<file path="src/rtl/sad_thread_controller.sv">
// sad_thread_controller: instruction-driven sequencer for the VBSME datapath.
// Decodes load-template and SAD-sweep opcodes. A load walks the template
// buffer through one BLK x BLK block; a sweep requests one SAD per candidate
// position in raster order and reports the minimum SAD and where it was found.
module sad_thread_controller #(
    parameter logic [5:0] OPC_SAD  = 6'b101000,
    parameter logic [5:0] OPC_LOAD = 6'b100000,
    parameter int         BLK      = 4,
    parameter int         WIN_W    = 16,
    parameter int         WIN_H    = 16,
    parameter int         SAD_W    = 16,
    localparam int        BW       = (BLK   > 1) ? $clog2(BLK)   : 1,
    localparam int        RW       = (WIN_H > 1) ? $clog2(WIN_H) : 1,
    localparam int        CW       = (WIN_W > 1) ? $clog2(WIN_W) : 1
) (
    input  logic             Clk,
    input  logic             Rst,
    input  logic             InstrValid,
    input  logic [31:0]      Instruction,
    output logic             InstrReady,
    output logic             LoadEn,
    output logic [BW-1:0]    LoadRow,
    output logic [BW-1:0]    LoadCol,
    output logic             SADsignal,
    output logic             SadStart,
    output logic [RW-1:0]    CandRow,
    output logic [CW-1:0]    CandCol,
    input  logic             SadValid,
    input  logic [SAD_W-1:0] SadValue,
    output logic             Done,
    output logic [SAD_W-1:0] BestSad,
    output logic [RW-1:0]    BestRow,
    output logic [CW-1:0]    BestCol,
    output logic             Error
);

    typedef enum logic [2:0] {
        S_IDLE,
        S_LOAD,
        S_LAUNCH,
        S_WAIT,
        S_FINISH
    } state_t;

    localparam logic [BW-1:0] BLK_LAST = BW'(BLK - 1);
    localparam logic [RW-1:0] ROW_LAST = RW'(WIN_H - 1);
    localparam logic [CW-1:0] COL_LAST = CW'(WIN_W - 1);

    state_t             state;
    logic               loaded;
    logic [SAD_W-1:0]   min_sad;
    logic [RW-1:0]      min_row;
    logic [CW-1:0]      min_col;

    logic [5:0]         opcode;
    logic               accept;
    logic               cand_last;
    logic               sad_better;

    // Operand bits of the instruction word carry nothing for this controller.
    logic               unused_operand;

    assign opcode         = Instruction[31:26];
    assign unused_operand = ^Instruction[25:0];
    assign accept         = InstrValid && InstrReady;
    assign cand_last      = (CandRow == ROW_LAST) && (CandCol == COL_LAST);
    // Strict compare: a tie keeps the earlier candidate in raster order.
    assign sad_better     = SadValue < min_sad;

    // State-decoded strobes; Done is high exactly for the single FINISH cycle.
    assign InstrReady = (state == S_IDLE);
    assign LoadEn     = (state == S_LOAD);
    assign SadStart   = (state == S_LAUNCH);
    assign SADsignal  = (state == S_LAUNCH) || (state == S_WAIT);
    assign Done       = (state == S_FINISH);

    // Sequencer: state, load/candidate counters, running minimum and results.
    // NOTE: sequential state uses non-blocking (<=) so every register samples
    // pre-edge values; blocking here would create order-dependent behaviour.
    always_ff @(posedge Clk or posedge Rst) begin
        if (Rst) begin
            state   <= S_IDLE;
            loaded  <= 1'b0;
            LoadRow <= '0;
            LoadCol <= '0;
            CandRow <= '0;
            CandCol <= '0;
            min_sad <= '1;
            min_row <= '0;
            min_col <= '0;
            BestSad <= '1;
            BestRow <= '0;
            BestCol <= '0;
            Error   <= 1'b0;
        end else begin
            Error <= 1'b0;
            case (state)
                S_IDLE: begin
                    if (accept) begin
                        if (opcode == OPC_LOAD) begin
                            LoadRow <= '0;
                            LoadCol <= '0;
                            state   <= S_LOAD;
                        end else if (opcode == OPC_SAD) begin
                            if (loaded) begin
                                CandRow <= '0;
                                CandCol <= '0;
                                min_sad <= '1;
                                min_row <= '0;
                                min_col <= '0;
                                state   <= S_LAUNCH;
                            end else begin
                                Error <= 1'b1;
                            end
                        end
                    end
                end

                S_LOAD: begin
                    if (LoadCol == BLK_LAST) begin
                        LoadCol <= '0;
                        if (LoadRow == BLK_LAST) begin
                            LoadRow <= '0;
                            loaded  <= 1'b1;
                            state   <= S_IDLE;
                        end else begin
                            LoadRow <= LoadRow + 1'b1;
                        end
                    end else begin
                        LoadCol <= LoadCol + 1'b1;
                    end
                end

                S_LAUNCH: state <= S_WAIT;

                S_WAIT: begin
                    if (SadValid) begin
                        if (sad_better) begin
                            min_sad <= SadValue;
                            min_row <= CandRow;
                            min_col <= CandCol;
                        end
                        if (cand_last) begin
                            // Publish including this final result so Best is
                            // valid in the same cycle as Done.
                            BestSad <= sad_better ? SadValue : min_sad;
                            BestRow <= sad_better ? CandRow  : min_row;
                            BestCol <= sad_better ? CandCol  : min_col;
                            state   <= S_FINISH;
                        end else begin
                            if (CandCol == COL_LAST) begin
                                CandCol <= '0;
                                CandRow <= CandRow + 1'b1;
                            end else begin
                                CandCol <= CandCol + 1'b1;
                            end
                            state <= S_LAUNCH;
                        end
                    end
                end

                S_FINISH: state <= S_IDLE;

                default:  state <= S_IDLE;
            endcase
        end
    end

endmodule

</file>
<file path="config.mk">
export PLATFORM = sky130hd
export DESIGN_NAME = sad_thread_controller
export DESIGN_NICKNAME = d
export VERILOG_FILES = /design/src/rtl/sad_thread_controller.sv
export SDC_FILE = /design/constraint.sdc
export NUM_CORES = 1
export LEC_CHECK = 0
export BUFFER_PORTS_ARGS = -buffer_cell sky130_fd_sc_hd__buf_4
export CORE_MARGIN = 5
export CORE_UTILIZATION = 54
export DETAILED_ROUTE_END_ITERATION = 8
export GPL_ROUTABILITY_DRIVEN = 0
export PLACE_DENSITY = 0.91
export SLEW_MARGIN = 20
export SYNTH_ARGS = -nofsm -noshare
export SYNTH_HDL_FRONTEND = slang
export SYNTH_SLANG_ARGS = --single-unit
</file>
<file path="constraint.sdc">
create_clock -name Clk -period 3 [get_ports Clk]
set_input_delay 0.3 -clock Clk [delete_from_list [all_inputs] [get_ports Clk]]
set_output_delay 0.3 -clock Clk [all_outputs]
set_load 0.05 [all_outputs]
</file>
# Word level (Yosys, flattened, before mapping)
# Index checks and enable logic that the tools add are counted.
dict set report op_classes {
  addsub 4
  n_lt_le_gt_ge 1
  n_eq_ne 22
  muxes 46
  n_reduce_logical 14
}
# cell count
set op_table {}
lappend op_table {{16-bit 2-to-1 mux} 6}
lappend op_table {{4-bit 2-to-1 mux} 14}
lappend op_table {{16-bit one-hot mux with 2 select lines} 1}
lappend op_table {{4-bit one-hot mux with 2 select lines} 4}
lappend op_table {{3-bit 2-to-1 mux} 8}
lappend op_table {{16-bit < comparator} 1}
lappend op_table {{6-bit equality test (second input constant)} 2}
lappend op_table {{2-bit by 1-bit inequality test with 1-bit output (second input constant)} 6}
lappend op_table {{3-bit one-hot mux with 4 select lines} 1}
lappend op_table {{6-bit AND reduction} 2}
lappend op_table {{2-bit 2-to-1 mux} 5}
lappend op_table {{3-bit AND reduction} 3}
lappend op_table {{4-bit by 1-bit adder with 4-bit output (second input constant)} 2}
lappend op_table {{4-bit equality test (second input constant)} 2}
lappend op_table {{2-bit inequality test (second input constant)} 4}
lappend op_table {{2-bit one-hot mux with 2 select lines} 2}
lappend op_table {{8-bit AND reduction} 1}
lappend op_table {{7-bit AND reduction} 1}
lappend op_table {{3-bit by 2-bit equality test with 1-bit output (second input constant)} 2}
lappend op_table {{3-bit by 1-bit inequality test with 1-bit output (second input constant)} 2}
lappend op_table {{1-bit 2-to-1 mux} 5}
lappend op_table {{2-bit by 1-bit adder with 2-bit output (second input constant)} 2}
lappend op_table {{2-bit equality test (second input constant)} 2}
lappend op_table {{4-bit AND reduction} 1}
lappend op_table {{other kinds (6)} 8}
dict set report totals {
  ff_bits 65
  in_bits 52
  out_inout_bits 42
  word_cells 100
}

# Longest topological paths before layout
dict set report logic_depth {
  depth_word 5
  depth_mapped 9
  mapped_depth_nobuf 7
}

# Least setup slack after synthesis
# Ideal clock, no wire load.
dict set report synth_timing {
  path_kind {flip-flop to flip-flop}
  from {reg state[0]}
  to {reg CandRow[3]}
  setup_ns 0.125
  arrival_time_ns 2.169
  required_time_ns 2.875
  path_slack_ns 0.706
  path_stages_with_launch 7
  n_path_buf 1
  period_less_slack_ns 2.294
  path_cell_list {dfrtp_1 > buf_2 > nor3_2 > nand3_1 > o21a_2 > nor3_1 > mux2_2}
}
dict set report synth_between {
  elab_chain_len 4
}
# item line
set synth_rtl {}
lappend synth_rtl {{start, declared} 49} ;# state_t state;
lappend synth_rtl {{start signal, assigned} 82} ;# state <= S_IDLE;
lappend synth_rtl {{start signal, assigned} 103} ;# state <= S_LOAD;
lappend synth_rtl {{start signal, assigned} 111} ;# state <= S_LAUNCH;
lappend synth_rtl {{3-bit zero test *} 71} ;# assign InstrReady = (state == S_IDLE);
lappend synth_rtl {{via InstrReady} 20} ;# output logic InstrReady,
lappend synth_rtl {{1-bit logical AND} 65} ;# assign accept = InstrValid && InstrReady;
lappend synth_rtl {{2-bit by 1-bit inequality test with 1-bit output (no source line)} --}
lappend synth_rtl {{8-bit AND reduction (no source line)} --}
lappend synth_rtl {{end signal, assigned} 153} ;# CandRow <= CandRow + 1'b1;
lappend synth_rtl {{end, declared} 26} ;# output logic [RW-1:0] CandRow,
# The timed path passes the listed nets; every way through them passes the cells marked *.
# A chain may end at the register's enable or synchronous reset.

# Worst setup path in the final report
dict set report layout_timing {
  from {reg min_sad[15]}
  to {reg min_sad[10]}
}
dict set report layout_between {
  elab_chain_len 4
}
# item line
set layout_rtl {}
lappend layout_rtl {{start, declared} 51} ;# logic [SAD_W-1:0] min_sad;
lappend layout_rtl {{start signal, assigned} 139} ;# min_sad <= SadValue;
lappend layout_rtl {{16-bit < comparator} 68} ;# assign sad_better = SadValue < min_sad;
lappend layout_rtl {{16-bit 2-to-1 mux (2 in a row)} --}
lappend layout_rtl {{16-bit one-hot mux with 2 select lines} --}
# No other way between the ends. The select of a mux whose other input is x is not followed.

==> summary.md <==
| Metric | Value |
|---|---|
| Slew Limit Fails | 0 |
| DIE WIDTH | roughly 95 um |
| Post-DP HPWL | approximately 6800 um |
| Clock sinks | 65 |
| Wire per inst | ~17 um |
| Critical Path Source Type | flop |
| Clock root buffer | clkbuf_8 |
| Layout area overhead | 19.1% |
| Period utilization | 84.9% |
| Setup Skew | 0.0112 ns |
| Worst VDD drop | between 0.0003 and 0.0004 V |
| Sequential share of the synthesized area | a little over two fifths |
| DRC | 0 |
| Post-layout util | between 60% and 70% |
| Grt ovf | 0 |
| Via count | 3,687 |
| Status | complete, no violations |
| Leakage dissipation | ~0.0022 uW |
| Initial antenna violation count | 0 |
| Yosys reg bits | 65 |
| Htree depth | 3 |
| Clock Path Buffers | 2 |
| Post-synthesis adder-cell area fraction | under 10% |
| Final Critical Period | between 2 and 3 ns |
| Setup TNS | 0 ns |
| Vias in the first global route | 3,657 |
| Cell total after placement | approximately 570 |
| Initial Utilization | roughly 55% |
| CTS Buf Count | 9 |
| Hold Path Class | input pin to async pin |
| Final wirelength | 10,000 um |
| Final net count | 549 |
| DIE AREA | 0.00903 mm^2 |
| Largest family of logic cells by synthesized area | compound AO/OA/AOI/OAI gates |
| Final hold violations | 0 |
| WP data arrival | 2.81 ns |
| Compound-gate portion of the synthesized area | 25.2% |
| DR iter-0 viols | about 250 |
| Die H | between 90 and 100 um |
| CTS Hold Bufs | 0 |
| Drt pass-1 iters | 5 |
| Worst-margin pin slew | roughly 0.83 ns |
| Gate Count Post-Synth | between 400 and 500 |
| Crit Path Max Fanout | 18 |
| Critical path class | flop to flop |
| Post-synthesis cell area | 0.00390 mm^2 |
| Ys async rst share | 100% |
| Critical Path Max Stage Delay | ~0.54 ns |
| ANT nets after route | 0 |
| EDFF count, synth | 0 |
| Core area | between 0.007 and 0.008 mm^2 |
| Post-synthesis xor/xnor area fraction | 0% |
| Yosys cell types | 52 |
| Layout cell share with drive strength beyond 1 | about 29% |
| Std-Cell Rows | 31 |
| Clock slew seen by the registers of the worst setup and hold paths | roughly 0.080 ns |
| ANT cells | 0 |
| Final Non-Filler Cells | 582 |
| Post-Synth Simple-Gate Area | between 15 and 20% |
| Relative slew margins | between 40% and 50% |
| CP endpoint kind | flop |
| Top_reg_cell synth | dfrtp_1 |
| Slowest cell on the critical path | dfstp_2 |
| RSZ-0062 raised after global routing | no |
| Post CTS Setup Buffer Count | 0 |
| Final setup violation count | 0 |
| First-pass GRT wire length | 16,900 um |
| Post-CTS sizing | 0 |
| # IOs | 94 |
| Required time worst endpoint | ~3.3 ns |
| # port buffers | 67 |
| Mean Syn Cell Area | 9.28 um^2 |
| CTS tree | done |
| Largest net degree at the start of global routing | 50 |
| MaxCap Viol Count | 0 |
| Via/cell ratio | ~6.3 |
| Mux cell area share after synthesis | 0.577% |
| Worst-skew pair later-pin latency | approximately 0.36 ns |
| Worst-path cell chain | inv_1 -> ha_1 -> nand4_1 -> nor2_1 -> a41o_1 -> buf_4 -> nor4_1 -> a211oi_1 |
| Mapped Nets | roughly 490 |
| PwrDens | roughly 450 mW/mm^2 |
| Fmax | 0.393 GHz |
| Warnings, synthesis | 0 |
| GRT Util Overall | a little under a quarter |
[routing by layer]
metal  global-route usage (%)  wire length (um)
met5                        0                 0
met2                     37.6              4760
met3                     6.08               809
met1                     30.6              4260
met4                     10.1               213
[logic make-up after synthesis]
kind of cell,count (synthesis)
AO/OA/AOI/OAI,152
flip-flops,65
multiplexers,2
buffers and inverters,59
adder cells (fa/ha/maj),19
AND/OR/NAND/NOR,124
[path summary, 6_finish.rpt]
check                                   startpoint                 endpoint  slack [ns]  cells past startpoint
max                        min_sad[15]$_DFFE_PP1P_  min_sad[10]$_DFFE_PP1P_        0.45                      8
min reg2reg                 min_sad[0]$_DFFE_PP1P_   min_sad[0]$_DFFE_PP1P_        0.50                      2
max in group asynchronous                      Rst  min_sad[13]$_DFFE_PP1P_        2.19                      3
min in group Clk                        InstrValid          Error$_DFF_PP0_        0.23                      2
min                                            Rst   BestCol[1]$_DFFE_PP0P_        0.09                      2
max reg2reg                min_sad[15]$_DFFE_PP1P_  min_sad[10]$_DFFE_PP1P_        0.45                      8
[synthesized netlist by cell type, drive strengths merged (2+ instances only)]
master,count,area (um^2)
a22o,4,35.0
o31ai,4,30.0
o21bai,2,15.0
inv,24,90.1
nor3,2,15.0
a21oi,34,170
clkbuf,15,71.3
a41o,2,20.0
mux2,2,22.5
a21o,2,15.0
o21a,3,23.8
nand3,16,80.1
nand2b,3,18.8
o211ai,8,60.1
dlymetal6s2s,2,25.0
a31oi,22,138
and3,2,12.5
and4,3,26.3
nor2,35,131
a211oi,32,240
o21ai,34,170
dfstp,32,841
nor4b,2,23.8
nand2,22,82.6
or2,3,18.8
buf,18,164
and2,3,18.8
nand4,12,75.1
nor4,16,100
dfrtp,33,826
ha,19,238
[final cells by class]
class                      instances  area [um^2]
timing repair buffer              81          608
multi-input combinational        297         1890
sequential                        65         1670
tap                               99          124
inverter                          24         91.3
clock buffer                       9          124
clock inverter                     7          143
fill                             587         2490
[critical path: cells and delay by family (launching register included)]
family / cells / cell delay [ns]
adders and majority gates: 1 / 0.33
buffers and inverters: 2 / 0.35
and+or+nand+nor: 3 / 0.55
DFF: 1 / 0.54
AOI/OAI and AO/OA: 2 / 0.66
[per-stage QoR]
| step | hold WS, ns | power (uW) | area, um^2 | setup WS [ns] |
|---|---|---|---|---|
| 2_1_floorplan | 0.450 | 1010 | 3910 | 0.706 |
| 4_1_cts | 0.218 | 2090 | 4650 | 0.483 |
| 3_3_place_gp | 0.473 | 1080 | 4380 | 0.598 |
| 5_1_grt | 0.143 | 2150 | 4650 | 0.312 |
| 6_report | 0.0858 | 2080 | 4650 | 0.453 |
| 3_5_place_dp | 0.485 | 1090 | 4380 | 0.487 |
[sequential cells by signal, indices dropped and copies added, names as in the netlist, 2 cells and up]
name / flops
BestCol: 4
BestSad: 16
min_sad: 16
LoadCol: 2
min_row: 4
CandRow: 4
state: 3
min_col: 4
LoadRow: 2
CandCol: 4
BestRow: 4
[report_power, final]
part / internal, uW / leakage, uW / switching, uW
combinational: 62.5 / 0.00125 / 109
sequential: 891 / 0.000781 / 14.0
clock: 637 / 0.000133 / 363
[placed cells by master (no fill, tap or decap), types with 8 or more instances in the layout]
master,Yosys,routed
inv_1,23,22
a31oi_1,22,22
nor2_1,35,35
nand2_1,22,22
clkbuf_8,1,9
o21ai_0,31,31
a21oi_1,34,34
a211oi_1,32,32
dfstp_2,32,32
nand3_1,16,16
buf_4,2,81
nand4_1,12,12
nor4_1,16,16
o211ai_1,8,8
dfrtp_1,33,33
ha_1,19,19
No activity file was read; power rests on OpenSTA's default activity.
